===== config.mk =====
export PLATFORM = sky130hd
export DESIGN_NAME = cnn_layer_accel_job_ctrl
export DESIGN_NICKNAME = d
export VERILOG_FILES = /design/src/rtl/cnn_layer_accel_job_ctrl.sv
export SDC_FILE = /design/constraint.sdc
export NUM_CORES = 1
export LEC_CHECK = 0
export CAP_MARGIN = 20
export CORE_MARGIN = 4
export CORE_UTILIZATION = 41
export CTS_BUF_LIST = sky130_fd_sc_hd__clkbuf_4 sky130_fd_sc_hd__clkbuf_8 sky130_fd_sc_hd__clkbuf_16
export DETAILED_ROUTE_END_ITERATION = 10
export PLACE_DENSITY_LB_ADDON = 0.15
export SLEW_MARGIN = 25
export SYNTH_ARGS = -nofsm -noshare
export SYNTH_HDL_FRONTEND = slang
export SYNTH_SLANG_ARGS = --single-unit

===== constraint.sdc =====
create_clock -name clk_if -period 3 [get_ports clk_if]
set_clock_uncertainty 0.1 [all_clocks]
set_input_delay 0.9 -clock clk_if [delete_from_list [all_inputs] [get_ports clk_if]]
set_output_delay 0.9 -clock clk_if [all_outputs]
set_load 0.01 [all_outputs]

===== src/rtl/cnn_layer_accel_job_ctrl.sv =====
// ---------------------------------------------------------------------------
// cnn_layer_accel_job_ctrl
//   Accelerator-side responder for the quad job handshake. It takes one job
//   from the interface-clock job port and latches the job descriptor into
//   per-job config registers. It then runs the fetch request/ack/complete
//   exchange, fires a single core_start pulse, and holds job_complete until
//   the host acknowledges it.
//
//   Optional feature macro: JOB_CTRL_TIMEOUT_EN
//     defined   -> a watchdog bounds FETCH_REQ, FETCH_WAIT and DONE_WAIT to
//                  C_TIMEOUT_CYCLES cycles each. On expiry the job finishes
//                  with job_error=1.
//     undefined -> those states wait indefinitely.
//
//   Handshake semantics (all signals on clk_if):
//     job_start / job_accept     : job_start is a level sampled only in IDLE.
//                                  job_accept pulses for one cycle in ACCEPT.
//                                  The descriptor is latched on the same edge
//                                  that leaves IDLE.
//     job_fetch_request / ack    : the request is held until ack is sampled 1.
//                                  It drops the cycle after.
//     job_fetch_complete         : honoured only together with ack in
//                                  FETCH_REQ, or in FETCH_WAIT.
//     job_complete / ack         : job_complete is held until the ack is
//                                  sampled 1. It drops the cycle after.
// ---------------------------------------------------------------------------
module cnn_layer_accel_job_ctrl #(
  parameter int C_PARAM_WIDTH    = 128,
  parameter int C_TIMEOUT_CYCLES = 4096
) (
  input  logic                     clk_if,
  input  logic                     rst,
  input  logic                     job_start,
  output logic                     job_accept,
  input  logic [C_PARAM_WIDTH-1:0] job_parameters,
  output logic                     job_fetch_request,
  input  logic                     job_fetch_ack,
  input  logic                     job_fetch_complete,
  output logic                     job_complete,
  input  logic                     job_complete_ack,
  output logic                     core_start,
  input  logic                     core_done,
  output logic                     job_error,
  output logic                     busy,
  output logic [9:0]               num_output_rows_cfg,
  output logic [9:0]               num_output_cols_cfg,
  output logic [6:0]               num_kernel_cfg,
  output logic [4:0]               kernel_size_cfg,
  output logic [4:0]               padding_cfg,
  output logic [6:0]               convolution_stride_cfg,
  output logic                     upsample_cfg,
  output logic [9:0]               pfb_full_count_cfg,
  output logic [7:0]               kernel_full_count_cfg,
  output logic [6:0]               kernel_group_cfg,
  output logic [11:0]              pix_seq_data_full_count_cfg
);

  typedef enum logic [2:0] {
    S_IDLE       = 3'd0,
    S_ACCEPT     = 3'd1,
    S_FETCH_REQ  = 3'd2,
    S_FETCH_WAIT = 3'd3,
    S_RUN        = 3'd4,
    S_DONE_WAIT  = 3'd5,
    S_COMPLETE   = 3'd6
  } state_t;

  state_t state;
  state_t next_state;

  logic load_cfg;
  logic err_clear;
  logic err_set;
  logic bad_desc;

  // A descriptor that would make the datapath divide by, or loop over, zero
  // is rejected without touching the fetch or core interfaces.
  assign bad_desc = (kernel_size_cfg == 5'd0) ||
                    (convolution_stride_cfg == 7'd0) ||
                    (num_kernel_cfg == 7'd0);

`ifdef JOB_CTRL_TIMEOUT_EN
  localparam int CW = $clog2(C_TIMEOUT_CYCLES);

  logic [CW-1:0] to_cnt;
  logic          to_hit;
  logic          unused_jp;

  assign to_hit    = (to_cnt == CW'(C_TIMEOUT_CYCLES - 1));
  assign unused_jp = ^job_parameters[C_PARAM_WIDTH-1:82];

  // Watchdog: restarts on every state change and counts cycles in wait states.
  always_ff @(posedge clk_if or negedge rst) begin
    if (!rst) begin
      to_cnt <= '0;
    end else if (next_state != state) begin
      to_cnt <= '0;
    end else if ((state == S_FETCH_REQ) || (state == S_FETCH_WAIT) ||
                 (state == S_DONE_WAIT)) begin
      to_cnt <= to_cnt + CW'(1);
    end
  end
`else
  logic unused_cfg;

  assign unused_cfg = ^{job_parameters[C_PARAM_WIDTH-1:82],
                        (C_TIMEOUT_CYCLES >= 2)};
`endif

  // State register; reset aborts any job in flight.
  always_ff @(posedge clk_if or negedge rst) begin
    if (!rst) begin
      state <= S_IDLE;
    end else begin
      state <= next_state;
    end
  end

  // Next-state and Moore outputs decoded from the current state.
  always_comb begin
    next_state        = state;
    load_cfg          = 1'b0;
    err_clear         = 1'b0;
    err_set           = 1'b0;
    job_accept        = 1'b0;
    job_fetch_request = 1'b0;
    core_start        = 1'b0;
    job_complete      = 1'b0;
    busy              = 1'b1;
    case (state)
      S_IDLE: begin
        busy = 1'b0;
        if (job_start) begin
          next_state = S_ACCEPT;
          load_cfg   = 1'b1;
          err_clear  = 1'b1;
        end
      end
      S_ACCEPT: begin
        job_accept = 1'b1;
        if (bad_desc) begin
          next_state = S_COMPLETE;
          err_set    = 1'b1;
        end else begin
          next_state = S_FETCH_REQ;
        end
      end
      S_FETCH_REQ: begin
        job_fetch_request = 1'b1;
        if (job_fetch_ack) begin
          next_state = job_fetch_complete ? S_RUN : S_FETCH_WAIT;
        end
`ifdef JOB_CTRL_TIMEOUT_EN
        else if (to_hit) begin
          next_state = S_COMPLETE;
          err_set    = 1'b1;
        end
`endif
      end
      S_FETCH_WAIT: begin
        if (job_fetch_complete) begin
          next_state = S_RUN;
        end
`ifdef JOB_CTRL_TIMEOUT_EN
        else if (to_hit) begin
          next_state = S_COMPLETE;
          err_set    = 1'b1;
        end
`endif
      end
      S_RUN: begin
        core_start = 1'b1;
        next_state = S_DONE_WAIT;
      end
      S_DONE_WAIT: begin
        if (core_done) begin
          next_state = S_COMPLETE;
        end
`ifdef JOB_CTRL_TIMEOUT_EN
        else if (to_hit) begin
          next_state = S_COMPLETE;
          err_set    = 1'b1;
        end
`endif
      end
      S_COMPLETE: begin
        job_complete = 1'b1;
        if (job_complete_ack) begin
          next_state = S_IDLE;
        end
      end
      default: begin
        next_state = S_IDLE;
      end
    endcase
  end

  // Sticky per-job error flag: cleared when a job is taken, set on rejection.
  always_ff @(posedge clk_if or negedge rst) begin
    if (!rst) begin
      job_error <= 1'b0;
    end else if (err_clear) begin
      job_error <= 1'b0;
    end else if (err_set) begin
      job_error <= 1'b1;
    end
  end

  // Per-job config registers; written only on the edge that accepts a job.
  always_ff @(posedge clk_if or negedge rst) begin
    if (!rst) begin
      num_output_rows_cfg         <= '0;
      num_output_cols_cfg         <= '0;
      num_kernel_cfg              <= '0;
      kernel_size_cfg             <= '0;
      padding_cfg                 <= '0;
      convolution_stride_cfg      <= '0;
      upsample_cfg                <= 1'b0;
      pfb_full_count_cfg          <= '0;
      kernel_full_count_cfg       <= '0;
      kernel_group_cfg            <= '0;
      pix_seq_data_full_count_cfg <= '0;
    end else if (load_cfg) begin
      num_output_rows_cfg         <= job_parameters[9:0];
      num_output_cols_cfg         <= job_parameters[19:10];
      num_kernel_cfg              <= job_parameters[26:20];
      kernel_size_cfg             <= job_parameters[31:27];
      padding_cfg                 <= job_parameters[36:32];
      convolution_stride_cfg      <= job_parameters[43:37];
      upsample_cfg                <= job_parameters[44];
      pfb_full_count_cfg          <= job_parameters[54:45];
      kernel_full_count_cfg       <= job_parameters[62:55];
      kernel_group_cfg            <= job_parameters[69:63];
      pix_seq_data_full_count_cfg <= job_parameters[81:70];
    end
  end

endmodule

==> results by group <==
Power
  – Peak supply drop: 0.509 mV
  – Static leakage: 0.00247 uW
  – Power density over cell area: 1070 nW/um2
  – Power Total: 6150 uW

Cells and area
  – Share of cells above drive strength 1: 0.264
  – # nets final: 530
  – Final core occ: 0.651
  – Most frequent cells in the layout: clkdlybuf4s50_1 (175), dfrtp_1 (86), mux2_4 (69), mux2_2 (13), clkbuf_8 (9)
  – Layout area overhead: 53.8%
  – Non-Filler Instances: 506
  – Most common cell after layout, fill and taps aside: clkdlybuf4s50_1
  – Ant. Diodes: 0

Detailed routing
  – Routed length per instance: 17.2 um
  – DRC violations left: 0
  – Final ANT Viol Nets: 0
  – Number of iterations in the first detailed-routing pass: 4
  – DR iter-0 viols: 48
  – Number of vias per cell: 4.84
  – WL final: 8.69 mm
  – Vias: 2448

CTS
  – Cts repair resizes: 0
  – Clk pin slew, worst setup/hold paths: 90 ps
  – Clock Sinks: 86
  – Clock Latency Late Sink: 340 ps
  – CTS root buffer: clkbuf_8
  – Number of setup buffers added after CTS: 0
  – CTS Hold Buffers Added: 0
  – Total CTS buffers: 9
  – CTS tree: done
  – H-tree depth: 3
  – Max Root-Sink Buffers: 2

Place
  – Placed insts: 492
  – Post-Place Worst Slack: 506 ps
  – GP Congestion: 0.855
  – Port bufs: 176
  – Hpwl dp: 6.42 mm

Run status
  – Status: complete, no violations

Yosys
  – Distinct cells, synth: 27
  – Syn Inst Count: 215
  – Yosys reg bits: 86
  – Post-synth EDFFs: 0
  – Ranking of synthesized cells by area: dfrtp_1 (58%), mux2_4 (28%), buf_12 (4.3%), mux2_2 (3.9%), nor2_1 (0.60%)
  – Synthesized Nets: 350
  – Sequential share of the synthesized area: 0.577
  – Syn Std Cell Area: 3730 um2
  – Synth Flop Type: dfrtp_1
  – YS warnings: 0
  – Average size of a mapped cell: 17.3 um2
  – Asr flop ratio synth: 1.00
  – Cell taking the most area after synthesis: dfrtp_1
  – Top-area cell type share of the netlist area: 0.577

Worst setup path
  – R2r startpoint: state[2]
  – Critical path required time: 2000 ps
  – Crit-path cells: or2b_1 -> nor2_1 -> clkdlybuf4s50_1
  – CP max stage delay: 580 ps
  – WP buf/inv: 1
  – Top delay family on crit path: buffers and inverters
  – Crit path from: state[1]
  – Worst path slowest cell: clkdlybuf4s50_1
  – Crit Path Max Fanout: 7
  – Critical path launch point type: flip-flop
  – Worst EP arrival: 1830 ps
  – Critical path class: flip-flop to primary output
  – CP Capture Type: primary output

Die
  – Core area: 8810 um2
  – # rows: 34
  – Full die area: 10700 um2
  – Die width: 103 um
  – Die span in y: 103 um
  – Initial Utilization: 0.423
  – I/O Pins: 223

Timing
  – Slew Limit Fails: 0
  – Final min period: 2830 ps
  – RSZ-0062 raised after global routing: false
  – Slew headroom: 0.649
  – Endpoints failing hold: 0
  – Period utilisation layout: 0.945
  – Final count of negative-setup-slack endpoints: 0
  – Setup ws final: 165 ps
  – Total Neg Setup Slack: 0 ps
  – Fmax achieved: 0.353 GHz
  – Actual slew at the worst max-slew pin: 527 ps

Global route
  – Number of global-route vias before repair: 2620
  – Tot GR Track Use: 0.161
  – Global-route wire length before repair: 13.3 mm
  – Largest net degree at the start of global routing: 49
  – Initial antenna violation count: 0
  – Gr ovfl total: 0

Worst hold path
  – Hold Path Class: primary input to async pin

Job
  – Max cap viols: 0
## state kept, by name, summed over array words and instances (netlist names)
signal and cells:
kernel_full_count_cfg 8, kernel_group_cfg 7, pfb_full_count_cfg 10, num_kernel_cfg 7
padding_cfg 5, state 3, convolution_stride_cfg 7, pix_seq_data_full_count_cfg 12
kernel_size_cfg 5, num_output_cols_cfg 10, num_output_rows_cfg 10, upsample_cfg 1
job_error 1
## cells by family (layout without fill, tap and decap cells)
group	count (synthesis)	count (layout)	share of synthesized area
flops	86	86	0.577
mux	83	83	0.320
simple gates	24	24	0.0372
buf+inv	13	196	0.0513
compound gates	9	9	0.0144
## worst reg2reg max path, stage by stage, from the launching register on
cell,delay [ps]
dfrtp_1,490
nor2_2,190
and3_4,250
buf_12,270
mux2_2,380
## metal layers
layer / part of all wire / track usage / up-vias
li1: - / - / 1117
met1: 0.44 / 0.210 / 1210
met2: 0.47 / 0.256 / 109
met3: 0.080 / 0.0463 / 12
met4: 0.015 / 0.0598 / 0
met5: 0 / 0 / -
## worst paths after layout
check	to	slack (ps)	cells after the start
max reg2reg	kernel_size_cfg[4]	1200	4
min reg2reg	num_output_cols_cfg[9]	410	1
min in group clk_if	num_output_cols_cfg[9]	410	1
min	num_output_rows_cfg[0]	410	1
max in group asynchronous	kernel_full_count_cfg[3]	1710	2
max	job_accept	170	3
## layout make-up
class	instances	area (um2)
clock buffer	10	131
sequential	86	2150
clock inverter	4	97.6
inverter	2	7.51
fill	668	3070
timing repair buffer	180	1830
tap	108	135
multi-input combinational	116	1390
## metrics by stage
stage,cell area [um2],hold slack (ps)
2_1_floorplan,3730,449
3_3_place_gp,5510,389
3_5_place_dp,5510,392
4_1_cts,5740,413
5_1_grt,5740,423
6_report,5740,410
## Yosys cell counts (2+ instances only)
cell	instances
a21oi_1	4
buf_12	8
dfrtp_1	86
mux2_2	13
mux2_4	69
nand2_1	2
nand2b_1	2
nor2_1	6
nor3_1	2
nor4_1	2
o21ai_0	2
or2b_1	2
or4_1	3
## report_power, final
group / total, uW / switching [uW] / internal (uW)
clock: 945 / 391 / 554
combinational: 3080 / 1030 / 2060
sequential: 2130 / 370 / 1760
No activity file was read; power rests on OpenSTA's default activity.
